==> src/rtl/shifter_pkg.sv <==
// shifter_pkg: op encodings and pipeline latency shared by pipe_shifter and its bench
package shifter_pkg;
  localparam logic [1:0] OP_SLL = 2'b00;
  localparam logic [1:0] OP_SRL = 2'b01;
  localparam logic [1:0] OP_SRA = 2'b10;
  localparam logic [1:0] OP_ROR = 2'b11;
  localparam int SHIFTER_LATENCY = 2;
endpackage

==> src/rtl/shift_level.sv <==
// shift_level: one barrel-shifter mux level, shifts by K when enabled with mode-dependent fill
module shift_level
  import shifter_pkg::*;
#(
  parameter int WIDTH = 32,
  parameter int K = 1
) (
  input  logic [WIDTH-1:0] i_data,
  input  logic             i_en,
  input  logic [1:0]       i_op,
  input  logic             i_sign,
  output logic [WIDTH-1:0] o_data
);
  logic [WIDTH-1:0] w_sh;
  always_comb w_sh = i_op == OP_SLL ? i_data << K :
                     i_op == OP_SRL ? i_data >> K :
                     i_op == OP_SRA ? {{K{i_sign}}, i_data[WIDTH-1:K]} :
                                      {i_data[K-1:0], i_data[WIDTH-1:K]};
  assign o_data = i_en ? w_sh : i_data;
endmodule

==> src/rtl/pipe_shifter.sv <==
// pipe_shifter: two-stage valid/ready pipelined barrel shifter (SLL/SRL/SRA/ROR).
// Define PIPE_SHIFTER_ZERO_FLAG_EN to add the registered out_zero result flag.
module pipe_shifter
  import shifter_pkg::*;
#(
  parameter int WIDTH = 32
) (
  input  logic                     clock,
  input  logic                     resetn,
  input  logic                     in_valid,
  output logic                     in_ready,
  input  logic [WIDTH-1:0]         in_data,
  input  logic [$clog2(WIDTH)-1:0] in_shamt,
  input  logic [1:0]               in_op,
  output logic                     out_valid,
  input  logic                     out_ready,
  output logic [WIDTH-1:0]         out_data
`ifdef PIPE_SHIFTER_ZERO_FLAG_EN
  ,
  output logic                     out_zero
`endif
);
  localparam int SHAMT_W = $clog2(WIDTH);
  localparam int LO = SHAMT_W / 2;
  logic [WIDTH-1:0] w_a [LO:SHAMT_W];
  logic [WIDTH-1:0] w_b [0:LO];
  logic             w_s1_adv, w_s2_adv;
  logic             r_s1_valid, r_s1_sign, r_s2_valid;
  logic [WIDTH-1:0] r_s1_data, r_s2_data;
  logic [1:0]       r_s1_op;
  logic [LO-1:0]    r_s1_shamt;
`ifdef PIPE_SHIFTER_ZERO_FLAG_EN
  logic             r_zero;
  assign out_zero = r_zero;
`endif
  assign w_s2_adv  = !r_s2_valid || out_ready;
  assign w_s1_adv  = !r_s1_valid || w_s2_adv;
  assign in_ready  = w_s1_adv;
  assign out_valid = r_s2_valid;
  assign out_data  = r_s2_data;
  // S1 resolves the high shamt bits; SRA fill always uses the operand's original sign
  assign w_a[SHAMT_W] = in_data;
  for (genvar i = LO; i < SHAMT_W; i++) begin : g_s1
    shift_level #(.WIDTH(WIDTH), .K(1 << i)) u_lvl (
      .i_data (w_a[i+1]),
      .i_en   (in_shamt[i]),
      .i_op   (in_op),
      .i_sign (in_data[WIDTH-1]),
      .o_data (w_a[i])
    );
  end
  assign w_b[LO] = r_s1_data;
  for (genvar i = 0; i < LO; i++) begin : g_s2
    shift_level #(.WIDTH(WIDTH), .K(1 << i)) u_lvl (
      .i_data (w_b[i+1]),
      .i_en   (r_s1_shamt[i]),
      .i_op   (r_s1_op),
      .i_sign (r_s1_sign),
      .o_data (w_b[i])
    );
  end
  always_ff @(posedge clock or negedge resetn) begin
    if (!resetn) begin
      r_s1_valid <= 1'b0;
      r_s1_data  <= '0;
      r_s1_op    <= '0;
      r_s1_shamt <= '0;
      r_s1_sign  <= 1'b0;
      r_s2_valid <= 1'b0;
      r_s2_data  <= '0;
`ifdef PIPE_SHIFTER_ZERO_FLAG_EN
      r_zero     <= 1'b0;
`endif
    end else begin
      if (w_s1_adv) r_s1_valid <= in_valid;
      if (w_s1_adv && in_valid) begin
        r_s1_data  <= w_a[LO];
        r_s1_op    <= in_op;
        r_s1_shamt <= in_shamt[LO-1:0];
        r_s1_sign  <= in_data[WIDTH-1];
      end
      if (w_s2_adv) r_s2_valid <= r_s1_valid;
      if (w_s2_adv && r_s1_valid) begin
        r_s2_data <= w_b[0];
`ifdef PIPE_SHIFTER_ZERO_FLAG_EN
        r_zero    <= w_b[0] == '0;
`endif
      end
    end
  end
endmodule

==> config.mk <==
export PLATFORM = sky130hd
export DESIGN_NAME = pipe_shifter
export DESIGN_NICKNAME = d
export VERILOG_FILES = /design/src/rtl/shifter_pkg.sv /design/src/rtl/shift_level.sv /design/src/rtl/pipe_shifter.sv
export SDC_FILE = /design/constraint.sdc
export NUM_CORES = 1
export LEC_CHECK = 0
export CORE_UTILIZATION = 35
export CTS_BUF_LIST = sky130_fd_sc_hd__clkbuf_8
export DETAILED_ROUTE_END_ITERATION = 10
export GPL_TIMING_DRIVEN = 0
export SLEW_MARGIN = 20
export SYNTH_ARGS = -nofsm -noshare
export SYNTH_HDL_FRONTEND = slang
export SYNTH_SLANG_ARGS = --single-unit
export TNS_END_PERCENT = 20
==> constraint.sdc <==
create_clock -name clock -period 4.7 [get_ports clock]
set_input_delay 0.47 -clock clock [delete_from_list [all_inputs] [get_ports clock]]
set_output_delay 0.47 -clock clock [all_outputs]
set_load 0.1 [all_outputs]
After elaboration in Yosys (flattened, before gate mapping)
Index checks and enable logic that the tools add are counted.
- flip-flop bits (word level): 71
- equal/unequal tests: 4
- muxes and demuxes: 20
- reductions and logical operators: 8
- operators by type and width (kind ; count):
    $mux 32 ; 20
    $eq 2x1->1 const B ; 2
    $eq 2x2->1 const B ; 2
    $logic_not 2->1 ; 2
    $logic_and 1x1->1 ; 2
    $logic_not 1->1 ; 2
    $logic_or 1x1->1 ; 2

Longest topological paths before layout
Gate-level depths: netlist of the first run.
- depth after elaboration: 13
- depth in mapped cells: 9
- depth with buffers taken out: 5

Cells and area by module
Synthesis of the first run repeated with hierarchy kept, for this count alone.
- cells, all modules: 818
- area, all modules: 6993.0 sq um
- modules (own cells, without submodules) (module ; area an instance (sq um) ; cells each ; times used ; seq. area each (sq um)):
    pipe_shifter ; 2810.2 ; 152 ; 1 ; 1776.7
    shift_level (g_s1[4].u_lvl) ; 892.1 ; 128 ; 1 ; 0.0
    shift_level (g_s1[2].u_lvl) ; 888.4 ; 144 ; 1 ; 0.0
    shift_level (g_s1[3].u_lvl) ; 867.1 ; 139 ; 1 ; 0.0
    shift_level (g_s2[1].u_lvl) ; 843.3 ; 147 ; 1 ; 0.0
    shift_level (g_s2[0].u_lvl) ; 691.9 ; 108 ; 1 ; 0.0

Least setup slack after synthesis of the first run
No wires, ideal clock.
- path type: reg2reg
- start point: reg r_s2_valid, in the netlist out_valid
- end point: reg r_s1_data[25]
- setup time: 0.128 ns
- path slack: 1.294 ns
- cell stages (with the launch flop): 8
- required time: 4.572 ns
- arrival time: 3.278 ns
- period minus slack after synthesis: 3.406 ns
- cells stage by stage: dfrtp_1 nand3b_1 and2_1 clkbuf_1 nand2_1 clkbuf_1 a2bb2oi_1 o21ai_0
- cells in the longest elaborated chain, start to end: 4
- RTL lines (element ; line ; RTL):
    start: declaration ; pipe_shifter.sv:28 ; logic r_s1_valid, r_s1_sign, r_s2_valid;
    start signal: assignment ; pipe_shifter.sv:82 ; if (w_s2_adv) r_s2_valid <= r_s1_valid;
    $logic_not 1->1 ; pipe_shifter.sv:36 ; assign w_s2_adv = !r_s2_valid || out_ready;
    $logic_or 1x1->1 ; pipe_shifter.sv:36 ;
    $logic_or 1x1->1 ; pipe_shifter.sv:37 ; assign w_s1_adv = !r_s1_valid || w_s2_adv;
    named net in_ready ; pipe_shifter.sv:11 ; output logic in_ready,
    $logic_and 1x1->1 ; pipe_shifter.sv:76 ; if (w_s1_adv && in_valid) begin
    end signal: assignment ; pipe_shifter.sv:77 ; r_s1_data <= w_a[LO];
    end: declaration ; pipe_shifter.sv:29 ; logic [WIDTH-1:0] r_s1_data, r_s2_data;
The timed path passes the listed nets, and every way through them passes these cells.
A chain may end at the register's enable or synchronous reset.

Worst setup path after layout of the first run
- start point: in out_ready
- end point: out in_ready
- cells in the longest elaborated chain, start to end: 2
- RTL lines (element ; line ; RTL):
    start: declaration ; pipe_shifter.sv:16 ; input logic out_ready,
    $logic_or 1x1->1 ; pipe_shifter.sv:36 ;
    $logic_or 1x1->1 ; pipe_shifter.sv:37 ;
    end: declaration ; pipe_shifter.sv:11 ;
Every way passes these cells.

==> results.tsv, run 1 <==
stage	metric	value	unit
timing	hold_slack	0.0404	ns
detailed_routing	wl_per_cell	22.1	µm
detailed_routing	first_pass_iters	6	
die	rows	51	
clock_tree	post_cts_resized	0	
clock_tree	clk_latency	0.36	ns
synth	synth_seq_area_share	25.5	%
synth	syn-instance-count	866	
flow_run	cap_violations	0	
power	internal-power	1.59	mW
synth	synth-edff-count	0	
final_layout	area_growth_syn_to_layout	18.0	%
final_layout	stdcell_count	1219	
power	p_seq_share	28.6	%
timing	tns	0	ns
power	clockPowerShare	15.0	%
detailed_routing	dr_total_vias	7544	
global_routing	grt_max_degree	41	
global_routing	grtUsageTotal	26.8	%
power	combPwrFrac	56.5	%
detailed_routing	post-route-drc-count	0	
worst_hold_path	min_path_type	input port to async pin	
setup_path	arrival	2.25	ns
place	numPortBuffers	71	
clock_tree	cts_hold_buffers	0	
place	dp_cells	1203	
synth	avgSynthCellArea	8.06	µm²
die	dieHeight	143	µm
place	dp_slack	1.71	ns
die	ios	77	
synth	syn_area	0.00698	mm²
detailed_routing	ant_nets	0	
die	core	0.0195	mm²
timing	period_share	57.9	%
power	p_per_area	396	mW/mm²
timing	fin_crit	2.72	ns
timing	maxSlewHeadroom	35.4	%
final_layout	fin_nets	992	
clock_tree	cts_buffers	9	
synth	ys_ff_latch	71	
clock_tree	cts_tree	built	
detailed_routing	viasPerCell	6.19	
detailed_routing	drt_iter0_markers	852	
global_routing	grt_overflow_total	0	
clock_tree	cts_post_setup_buffers_inserted	0	
setup_path	critPathLaunchType	input port	
timing	rsz0062_at_grt	false	
global_routing	antenna_found_initial	1	
synth	yosysWarnings	0	
run_status	outcome	finished clean	
synth	synth_cell_types	69	
setup_path	worstSetupPathType	input port to output port	
power	power	3.26	mW
clock_tree	htree_levels	3	
timing	clock_skew	0.00688	ns
power	ir_worst_vdd	0.000130	V
setup_path	worstSetupEndpointType	output port	
timing	max_freq	368	MHz
timing	worst_pin_slew	0.967	ns
clock_tree	cts_num_sinks	71	
final_layout	drive_above_1_share	11.9	%
clock_tree	cts.reportedPaths.clkPinSlew	0.07	ns
power	p_leak	3.18	nW
final_layout	antennaDiodeCount	0	
setup_path	required	4.23	ns
timing	setup_ws	1.98	ns
synth	synth_ff_type	dfrtp_1	
place	hpwl	20.8	mm
detailed_routing	wirelength	26.9	mm
clock_tree	root_buffer	clkbuf_8	
power	switching_share	51.1	%
die	design.die.area	0.0205	mm²
timing	hold_viol_final	0	
die	fp.dieW	143	µm
timing	finalMaxSlewViolations	0	
synth	synthArstFlopShare	100	%
setup_path	critPathMaxFanout	4	
clock_tree	clock_path_buffers	2	
global_routing	grt_pass1_wl	41.6	mm
die	start_util	35.7	%
timing	setup-violations-final	0	
final_layout	fill_cells	2016	
place	place_congestion	1.01	
global_routing	grt_pass1_vias	7229	
power	p_switching	1.67	mW
synth	synth_fp_nets	909	
[Yosys cell counts, drive strengths merged, types with 9 or more instances]
cell / instances / area, µm²
a311oi: 33 / 295
nand3: 15 / 75.1
mux2i: 24 / 240
and3: 9 / 56.3
a211oi: 13 / 97.6
dfrtp: 71 / 1780
mux4: 28 / 631
nor2b: 29 / 181
o21ai: 70 / 350
o22ai: 21 / 131
nor2: 58 / 241
a21o: 10 / 75.1
a31oi: 21 / 131
a21oi: 72 / 372
a22oi: 14 / 105
buf: 47 / 290
nand2: 155 / 584
mux2: 10 / 124
clkbuf: 43 / 161
[layout by cell type, fill, tap and decap left out, types with 4 or more instances in the layout]
master,n
nand2_1,154
dfrtp_1,71
clkdlybuf4s50_1,70
a21oi_1,69
o21ai_0,68
nor2_1,56
clkbuf_1,43
a311oi_1,32
nor2b_1,29
buf_2,28
mux4_2,28
mux2i_1,24
a31oi_1,21
o22ai_1,21
nand3_1,15
a22oi_1,14
a211oi_1,13
buf_4,12
a21o_1,10
clkbuf_8,10
inv_1,9
and3_1,9
nand2b_1,8
o32ai_1,8
and2_1,7
o21a_1,7
o22a_1,6
nor3_1,6
buf_6,5
mux2_2,5
o211a_1,5
nand3b_1,4
a221o_1,4
a311o_1,4
a2bb2oi_1,4
a32o_1,4
[sequential cells by signal, summed over array words and instances, names as in the netlist]
signal	cells
r_s1_sign	1
r_s1_valid	1
r_s1_data	32
out_data	32
out_valid	1
r_s1_shamt	2
r_s1_op	2
[critical path, stage by stage]
cell	delay (ns)
clkdlybuf4s50_1	0.46
nand3b_1	0.16
clkdlybuf4s50_1	1.15
[routing by layer]
| layer | part of all wire (%) | vias up | routed length, µm | GRT usage, % |
|---|---|---|---|---|
| met1 | 42 | 3611 | 11200 | 34.2 |
| met5 | 0 | - | 0 | 0 |
| met2 | 46 | 424 | 12500 | 44.0 |
| met3 | 8.1 | 64 | 2190 | 4.39 |
| li1 | - | 3445 | - | - |
| met4 | 4.0 | 0 | 1070 | 12.8 |
[cell type report]
| type | count | area [µm²] | area share (%) |
|---|---|---|---|
| multi-input cells | 697 | 4720 | 57.3 |
| flip-flops and latches | 71 | 1780 | 21.6 |
| inverters | 8 | 30.0 | 0.364 |
| plain buffers | 90 | 452 | 5.48 |
| clock inverters | 6 | 61.3 | 0.744 |
| clock buffers | 10 | 138 | 1.67 |
| well taps | 265 | 332 | 4.02 |
| repair buffers | 72 | 728 | 8.84 |
[stage by stage]
stage	utilization [%]	cell area, µm²
floorplan	-	6980
global placement	41.1	8020
detailed placement	41.2	8040
CTS	42.2	8240
global route	42.2	8240
finish	42.2	8240
[worst paths after layout]
path	endpoint	slack, ns	start	cells after the start
max in group asynchronous	r_s1_data[21]$_DFFE_PN0P_	4.10	resetn	2
setup / recovery	in_ready	1.98	out_ready	3
hold / removal	out_data[29]$_DFFE_PN0P_	0.04	resetn	1
setup reg to reg	r_s1_data[22]$_DFFE_PN0P_	2.50	out_valid$_DFFE_PN0P_	6
hold reg to reg	out_data[23]$_DFFE_PN0P_	0.48	out_data[23]$_DFFE_PN0P_	2
min in group clock	out_data[23]$_DFFE_PN0P_	0.48	out_data[23]$_DFFE_PN0P_	2
[logic make-up after synthesis]
family	Yosys count	share of synthesized area, %
simple gates	305	20.3
flops	71	25.5
buf+inv	98	6.90
mux	62	14.2
compound gates	330	33.1
[power groups by stage]
stage          clock [mW]  combinational [mW]  sequential, mW
4_1_cts             0.500                1.83           0.927
3_3_place_gp            0                1.82           0.935
3_5_place_dp            0                1.83           0.940
6_report            0.488                1.84           0.931
2_1_floorplan           0               0.740            1.51
5_1_grt             0.518                1.96           0.950
No activity file was read; power rests on OpenSTA's default activity.
==> inputs of run 2 (changes only) <==
==> constraint.sdc (replaced) <==
create_clock -name clock -period 2.26 [get_ports clock]
set_input_delay 0.226 -clock clock [delete_from_list [all_inputs] [get_ports clock]]
set_output_delay 0.226 -clock clock [all_outputs]
set_load 0.1 [all_outputs]
==> run 2 against run 1 <==
Compared with the run above:
- worst hold slack improved by 0.31 ns
- combinational power increased by 110%
- wire length increased by 2.3%
- count of clock-buffer cells in the layout decreased by 1
- cell area increased by 2.0%
- via count increased by 0.44%
- clock power increased by 110%
==> results.tsv, run 2 (synthesized netlist as in run 1, its figures left out) <==
stage	metric	value	unit	change
die	core	0.0195	mm²	unchanged
setup_path	critPathLaunchType	input port		
final_layout	finish.utilization	43.0	%	+0.83 points
detailed_routing	viasPerCell	6.21		+0.36%
final_layout	fin_nets	993		+0.10%
global_routing	antenna_found_initial	0		-1
global_routing	grt_pass1_vias	7152		-1.1%
final_layout	multiInputGateArea	0.00483	mm²	+2.3%
die	fp.dieW	143	µm	unchanged
place	place_congestion	0.992		-1.3%
power	power	6.82	mW	+110%
clock_tree	clock_path_buffers	2		unchanged
clock_tree	cts.reportedPaths.clkPinSlew	0.08	ns	about the same
setup_path	crit_buf_inv	4		+2
final_layout	area_growth_syn_to_layout	20.3	%	
power	switching_share	51.5	%	+0.34 points
power	ir_worst_vdd	0.000281	V	+120%
detailed_routing	post-route-drc-count	0		unchanged
setup_path	path_cells	clkdlybuf4s50_1 -> buf_4 -> buf_6 -> buf_6 -> mux2i_2 -> o22ai_1 -> o32ai_4 -> o32ai_1 -> o22a_1		
setup_path	rr_endpoint	r_s1_data[10]$_DFFE_PN0P_		
timing	hold_slack	0.354	ns	+0.314 ns
setup_path	arrival	2.46	ns	+0.21 ns
power	combPwrFrac	56.8	%	+0.3 points
setup_path	cp_common_cell	buf_6		
timing	max_freq	452	MHz	
global_routing	grtUsageTotal	27.1	%	+0.36 points
power	internal-power	3.31	mW	+110%
setup_path	slowest_delay	0.56	ns	-0.59 ns
die	ios	77		unchanged
power	p_switching	3.51	mW	+110%
detailed_routing	wirelength	27.5	mm	+2.3%
power	p_per_area	812	mW/mm²	+110%
final_layout	mostFrequentLayoutCell	nand2_1		
final_layout	layout_common_cells	nand2_1 (152), dfrtp_1 (70), o21ai_0 (68), a21oi_1 (68), clkdlybuf4s50_1 (68)		
worst_hold_path	min_path_type	input port to async pin		
detailed_routing	first_pass_iters	7		+1
die	rows	51		unchanged
die	design.die.area	0.0205	mm²	unchanged
global_routing	grt_pass1_wl	42.2	mm	+1.5%
timing	maxSlewHeadroom	34.4	%	-0.91 points
global_routing	grt_overflow_total	0		unchanged
setup_path	required	2.50	ns	-1.73 ns
place	hpwl	21.3	mm	+2.3%
final_layout	antennaDiodeCount	0		unchanged
clock_tree	cts_buffers	9		unchanged
setup_path	r2r_cells	6		unchanged
timing	rsz0062_at_grt	false		
timing	fin_crit	2.21	ns	
setup_path	worstSetupPathType	input port to flip-flop		
global_routing	grt_use_met2	45.0	%	+1.0 points
final_layout	fill_cells	2031		+0.74%
timing	worst_pin_slew	0.980	ns	+0.0136 ns
power	p_leak	3.24	nW	+1.9%
run_status	outcome	finished clean		
die	dieHeight	143	µm	unchanged
power	clockPowerShare	15.0	%	about the same
setup_path	crit_family	buffers and inverters		
timing	setup_ws	0.0469	ns	-1.93 ns
final_layout	regArea	0.00178	mm²	+0.21%
detailed_routing	wl_per_cell	22.6	µm	+2.3%
timing	period_share	97.9	%	
timing	hold_viol_final	0		unchanged
clock_tree	clk_latency	0.36	ns	about the same
global_routing	grtUsageMet3	3.62	%	-0.77 points
clock_tree	cts_tree	built		
clock_tree	cts_num_sinks	71		unchanged
power	p_seq_share	28.3	%	-0.3 points
place	dp_slack	-0.515	ns	-2.22 ns
clock_tree	htree_levels	3		unchanged
final_layout	drive_above_1_share	14.1	%	+2.2 points
die	start_util	35.7	%	unchanged
place	numPortBuffers	71		unchanged
clock_tree	root_buffer	clkbuf_8		
global_routing	top_usage_layer	met2		
setup_path	critPathMaxFanout	10		+6
timing	clock_skew	0.0167	ns	+0.00980 ns
setup_path	cp_slowest_cell	clkdlybuf4s50_1		
timing	finalMaxSlewViolations	0		unchanged
global_routing	grt_max_degree	40		-2.4%
timing	setup-violations-final	0		unchanged
detailed_routing	ant_nets	0		unchanged
setup_path	rr_startpoint	out_valid$_DFFE_PN0P_		
setup_path	reg2reg_slack	0.25	ns	-2.25 ns
global_routing	use_met1	35.4	%	+1.3 points
setup_path	worstSetupEndpointType	flip-flop		
detailed_routing	drt_iter0_markers	854		+0.23%
detailed_routing	dr_total_vias	7577		+0.44%
flow_run	cap_violations	0		unchanged
[run 2: per-layer routing]
layer | wire length [µm] | part of all wire [%]
met1 | 11700 | 42
met2 | 12800 | 47
met3 | 2010 | 7.3
met4 | 976 | 3.5
met5 | 0 | 0
[run 2: power by group through the flow]
| stage | Combinational (mW) | Clock [mW] | Sequential [mW] |
|---|---|---|---|
| 2_1_floorplan | 1.55 | 0 | 3.15 |
| 3_3_place_gp | 3.80 | 0 | 1.94 |
| 6_report | 3.87 | 1.02 | 1.93 |
| 5_1_grt | 4.10 | 1.09 | 1.97 |
| 4_1_cts | 3.84 | 1.04 | 1.92 |
| 3_5_place_dp | 3.82 | 0 | 1.95 |
[run 2: area by class of cell]
type / count / share of cell area [%]
tap: 265 / 3.95
clock buffer: 9 / 1.47
multi-input combinational: 697 / 57.5
sequential: 71 / 21.2
clock inverter: 7 / 0.894
buffer: 90 / 5.81
timing repair buffer: 73 / 8.80
inverter: 8 / 0.357
[run 2: timing repair]
| action | CTS | global route |
|---|---|---|
| resized for setup | 8 | 14 |
| hold endpoints to repair | 32 | 0 |
| endpoints found under the setup margin | 9 | 15 |
| buffers inserted | 0 | 0 |
| hold buffers | 1 | 0 |
[run 2: worst max path at each step]
| stage | start | endpoint | slack, ns | cells past startpoint |
|---|---|---|---|---|
| 6_report | in_shamt[4] | r_s1_data[21]$_DFFE_PN0P_ | 0.05 | 9 |
| 5_1_grt | in_shamt[4] | r_s1_data[19]$_DFFE_PN0P_ | 0.003 | 8 |
| 2_1_floorplan | out_valid$_DFFE_PN0P_ | r_s1_data[12]$_DFFE_PN0P_ | -0.38 | 6 |
| 4_1_cts | in_shamt[4] | r_s1_data[21]$_DFFE_PN0P_ | 0.04 | 9 |
| 3_3_place_gp | resetn | out_valid$_DFFE_PN0P_ | -1.96 | 1 |
| 3_5_place_dp | in_op[1] | r_s1_data[21]$_DFFE_PN0P_ | -0.51 | 8 |
[run 2: worst register-to-register path, cell delays in order, from the launching register on]
cell and delay [ns]:
dfrtp_4 0.49, nand3b_1 0.14, and2_1 0.15, clkbuf_8 0.16, clkbuf_1 0.42, o41ai_1 0.18
o32a_1 0.34
[run 2: through the flow]
| stage | setup TNS, ns | cells | area (µm²) |
|---|---|---|---|
| 2_1_floorplan | -11.09 | 866 | 7030 |
| 3_3_place_gp | -115.48 | 1202 | 8070 |
| 3_5_place_dp | -9.41 | 1203 | 8090 |
| 4_1_cts | 0 | 1220 | 8340 |
| 5_1_grt | 0 | 1220 | 8400 |
| 6_report | 0 | 1220 | 8400 |
==> inputs of run 3 (changes only) <==
--- a/config.mk
+++ b/config.mk
@@ -12,5 +12,6 @@
 export SLEW_MARGIN = 20
 export SYNTH_ARGS = -nofsm -noshare
 export SYNTH_HDL_FRONTEND = slang
+export SYNTH_HIERARCHICAL = 1
 export SYNTH_SLANG_ARGS = --single-unit
 export TNS_END_PERCENT = 20
==> run 3 against run 2 <==
Compared with the run above:
- the run now ends with negative setup slack left
- clock skew decreased by 0.0038 ns
- register-to-register slack worse by 0.06 ns
- sequential power grew 2%
- cell area grew 1.9%
- via count decreased by 16%
- first-iteration DRC count fell by 52%
- combinational power is 27% higher
- global-route usage fell by 6.9 points
- utilization rose by 0.81 points
- cell count decreased by 3.6%
- setup slack got worse by 0.076 ns
- synthesized area up 0.18%
==> results.tsv, run 3 <==
stage	metric	value	unit	change
final_layout	mostFrequentLayoutCell	nor2_1		
final_layout	regArea	0.00178	mm²	-0.14%
detailed_routing	viasPerCell	5.44		-12%
detailed_routing	post-route-drc-count	0		unchanged
synth	synth_fp_nets	861		-5.3%
final_layout	stdcell_count	1176		-3.6%
synth	yosysWarnings	6		+6
synth	synthAdderAreaFrac	0	%	unchanged
timing	period_share	101	%	+3.4 points
setup_path	path_cells	clkdlybuf4s50_1 -> mux2i_1 -> o221ai_1 -> o21ai_1 -> a31oi_4 -> or3b_1 -> a31oi_1 -> mux2_4		
timing	worst_pin_slew	0.968	ns	-0.0122 ns
synth	avgSynthCellArea	8.55	µm²	+6.1%
die	design.die.area	0.0205	mm²	+0.17%
clock_tree	cts.reportedPaths.clkPinSlew	0.08	ns	about the same
timing	hold_slack	0.306	ns	-0.0479 ns
synth	synth_top_area_cell	dfrtp_1		
synth	synthArstFlopShare	100	%	unchanged
timing	max_freq	437	MHz	-3.3%
timing	rsz0062_at_grt	true		
place	numPortBuffers	75		+5.6%
die	ios	77		unchanged
detailed_routing	dr_total_vias	6402		-16%
setup_path	worstSetupEndpointType	flip-flop		
global_routing	antenna_found_initial	0		unchanged
setup_path	worstSetupPathType	input port to flip-flop		
run_status	violations	negative setup slack		
power	switching_share	52.8	%	+1.3 points
final_layout	fill_cells	1978		-2.6%
final_layout	final_cell_area	0.00856	mm²	+1.9%
synth	syn_area	0.00699	mm²	+0.18%
place	dp_slack	-1.72	ns	-1.20 ns
power	p_seq_share	25.4	%	-2.9 points
flow_run	cap_violations	0		unchanged
place	place_congestion	0.957		-3.5%
power	ir_worst_vdd	0.000482	V	+72%
timing	setup-violations-final	1		+1
setup_path	required	2.56	ns	+0.06 ns
clock_tree	clock_path_buffers	2		unchanged
clock_tree	cts_buffers	9		unchanged
clock_tree	cts_tree	built		
synth	yosysTopAreaCellShare	25.4	%	-0.046 points
setup_path	slowest_delay	0.51	ns	-0.05 ns
setup_path	cp_slowest_cell	clkdlybuf4s50_1		
final_layout	multiInputGateArea	0.00476	mm²	-1.4%
place	dp_cells	1159		-3.7%
final_layout	finish.utilization	43.8	%	+0.81 points
final_layout	antennaDiodeCount	0		unchanged
synth	synth_top_family_by_area	simple AND/OR/NAND/NOR gates		
global_routing	grt_max_degree	46		+15%
detailed_routing	wirelength	20.2	mm	-26%
global_routing	grt_pass1_vias	6136		-14%
die	dieHeight	143	µm	about the same
power	power	7.79	mW	+14%
global_routing	grtUsageTotal	20.2	%	-6.9 points
final_layout	fin_nets	949		-4.4%
power	p_leak	3.38	nW	+4.1%
clock_tree	cts_num_sinks	71		unchanged
final_layout	drive_above_1_share	21.5	%	+7.4 points
detailed_routing	first_pass_iters	5		-2
detailed_routing	drt_iter0_markers	406		-52%
synth	synth_ff_type	dfrtp_1		
synth	ys_ff_latch	71		unchanged
die	core	0.0195	mm²	unchanged
detailed_routing	wl_per_cell	17.2	µm	-24%
synth	synth_compound_area_share	19.7	%	-13 points
clock_tree	root_buffer	clkbuf_8		
power	p_per_area	910	mW/mm²	+12%
clock_tree	cts_post_setup_buffers_inserted	0		unchanged
setup_path	critPathLaunchType	input port		
place	place_area	0.00810	mm²	+0.14%
setup_path	crit_family	compound AO/OA/AOI/OAI gates		
timing	setup_ws	-0.0295	ns	-0.0764 ns
global_routing	grt_pass1_wl	32.7	mm	-22%
clock_tree	htree_levels	3		unchanged
clock_tree	clk_latency	0.36	ns	about the same
place	hpwl	16.0	mm	-25%
timing	finalMaxSlewViolations	0		unchanged
synth	yosys.area_share.xor_xnor	0	%	unchanged
global_routing	grt_overflow_total	0		unchanged
synth	syn-instance-count	818		-5.5%
synth	synth_cell_types	33		-52%
synth	yosysMostFrequentCell	nor2_1		
timing	clock_skew	0.0129	ns	-0.00383 ns
timing	fin_crit	2.29	ns	+0.0764 ns
timing	tns	-0.0295	ns	-0.0295 ns
power	p_switching	4.11	mW	+17%
die	start_util	35.8	%	+0.064 points
final_layout	area_growth_syn_to_layout	22.4	%	
detailed_routing	ant_nets	0		unchanged
die	fp.dieW	143	µm	about the same
setup_path	critPathMaxFanout	3		-7
synth	synth_commonest_cells	nor2_1 (102), dfrtp_1 (71), a31oi_1 (68), or3b_1 (68), mux2i_1 (61)		
synth	synth-simple-area-share	23.1	%	+2.8 points
worst_hold_path	min_path_type	input port to flip-flop		
timing	hold_viol_final	0		unchanged
setup_path	crit_buf_inv	1		-3
die	rows	51		unchanged
synth	ys_top_cells_by_area	dfrtp_1 (25%), mux2i_1 (8.7%), or3b_1 (8.5%)		
power	clockPowerShare	11.7	%	-3.3 points
final_layout	layout_common_cells	nor2_1 (101), clkdlybuf4s50_1 (70), dfrtp_1 (70)		
timing	maxSlewHeadroom	35.3	%	+0.82 points
run_status	outcome	finished with violations		
power	combPwrFrac	62.9	%	+6.1 points
synth	synth-edff-count	0		unchanged
power	internal-power	3.68	mW	+11%
synth	synth_seq_area_share	25.4	%	-0.046 points
synth	synthMuxAreaShare	21.5	%	+7.2 points
setup_path	arrival	2.59	ns	+0.13 ns
run 3: path summary, 6_finish.rpt:
path | from | endpoint | slack (ns) | depth (start not counted)
setup / recovery | in_data[2] | r_s1_data[14]$_DFFE_PN0P_ | -0.03 | 8
hold reg to reg | out_data[18]$_DFFE_PN0P_ | out_data[18]$_DFFE_PN0P_ | 0.50 | 1
hold / removal | in_op[0] | r_s1_op[0]$_DFFE_PN0P_ | 0.31 | 2
setup reg to reg | r_s1_op[1]$_DFFE_PN0P_ | out_data[10]$_DFFE_PN0P_ | 0.19 | 6
min in group asynchronous | resetn | out_data[8]$_DFFE_PN0P_ | 0.35 | 2
max in group asynchronous | resetn | r_s1_data[11]$_DFFE_PN0P_ | 1.37 | 3
run 3: cells by family (layout without fill, tap and decap cells):
kind of cell	after synthesis	after routing
simple gates	257	257
compound gates	229	229
buf+inv	131	224
mux	130	130
flops	71	71
run 3: area by class of cell:
cell class / count / area share, %
plain buffers: 84 / 6.42
multi-input cells: 616 / 55.6
inverters: 47 / 2.06
flip-flops and latches: 71 / 20.8
clock inverters: 6 / 0.541
well taps: 265 / 3.87
clock buffers: 10 / 1.61
repair buffers: 77 / 9.09
run 3: per-layer routing:
layer  part of all wire, %  global-route usage (%)
met2                    49                    35.1
met4                   2.8                    7.50
met3                   3.8                    2.13
met1                    45                    25.8
met5                     0                       0
run 3: power groups by stage:
stage / clock (mW) / sequential (mW) / combinational (mW)
floorplan: 0 / 3.86 / 1.78
global placement: 0 / 1.99 / 4.79
detailed placement: 0 / 2.00 / 4.83
CTS: 0.956 / 1.98 / 4.86
global route: 0.993 / 2.04 / 5.18
finish: 0.915 / 1.97 / 4.90
run 3: timing repair:
item | 4_1_cts | 5_1_grt
hold endpoints to repair | 26 | 0
gates cloned | 0 | 0
hold buffers | 1 | 0
endpoints found under the setup margin | 33 | 24
gates resized for setup | 33 | 32
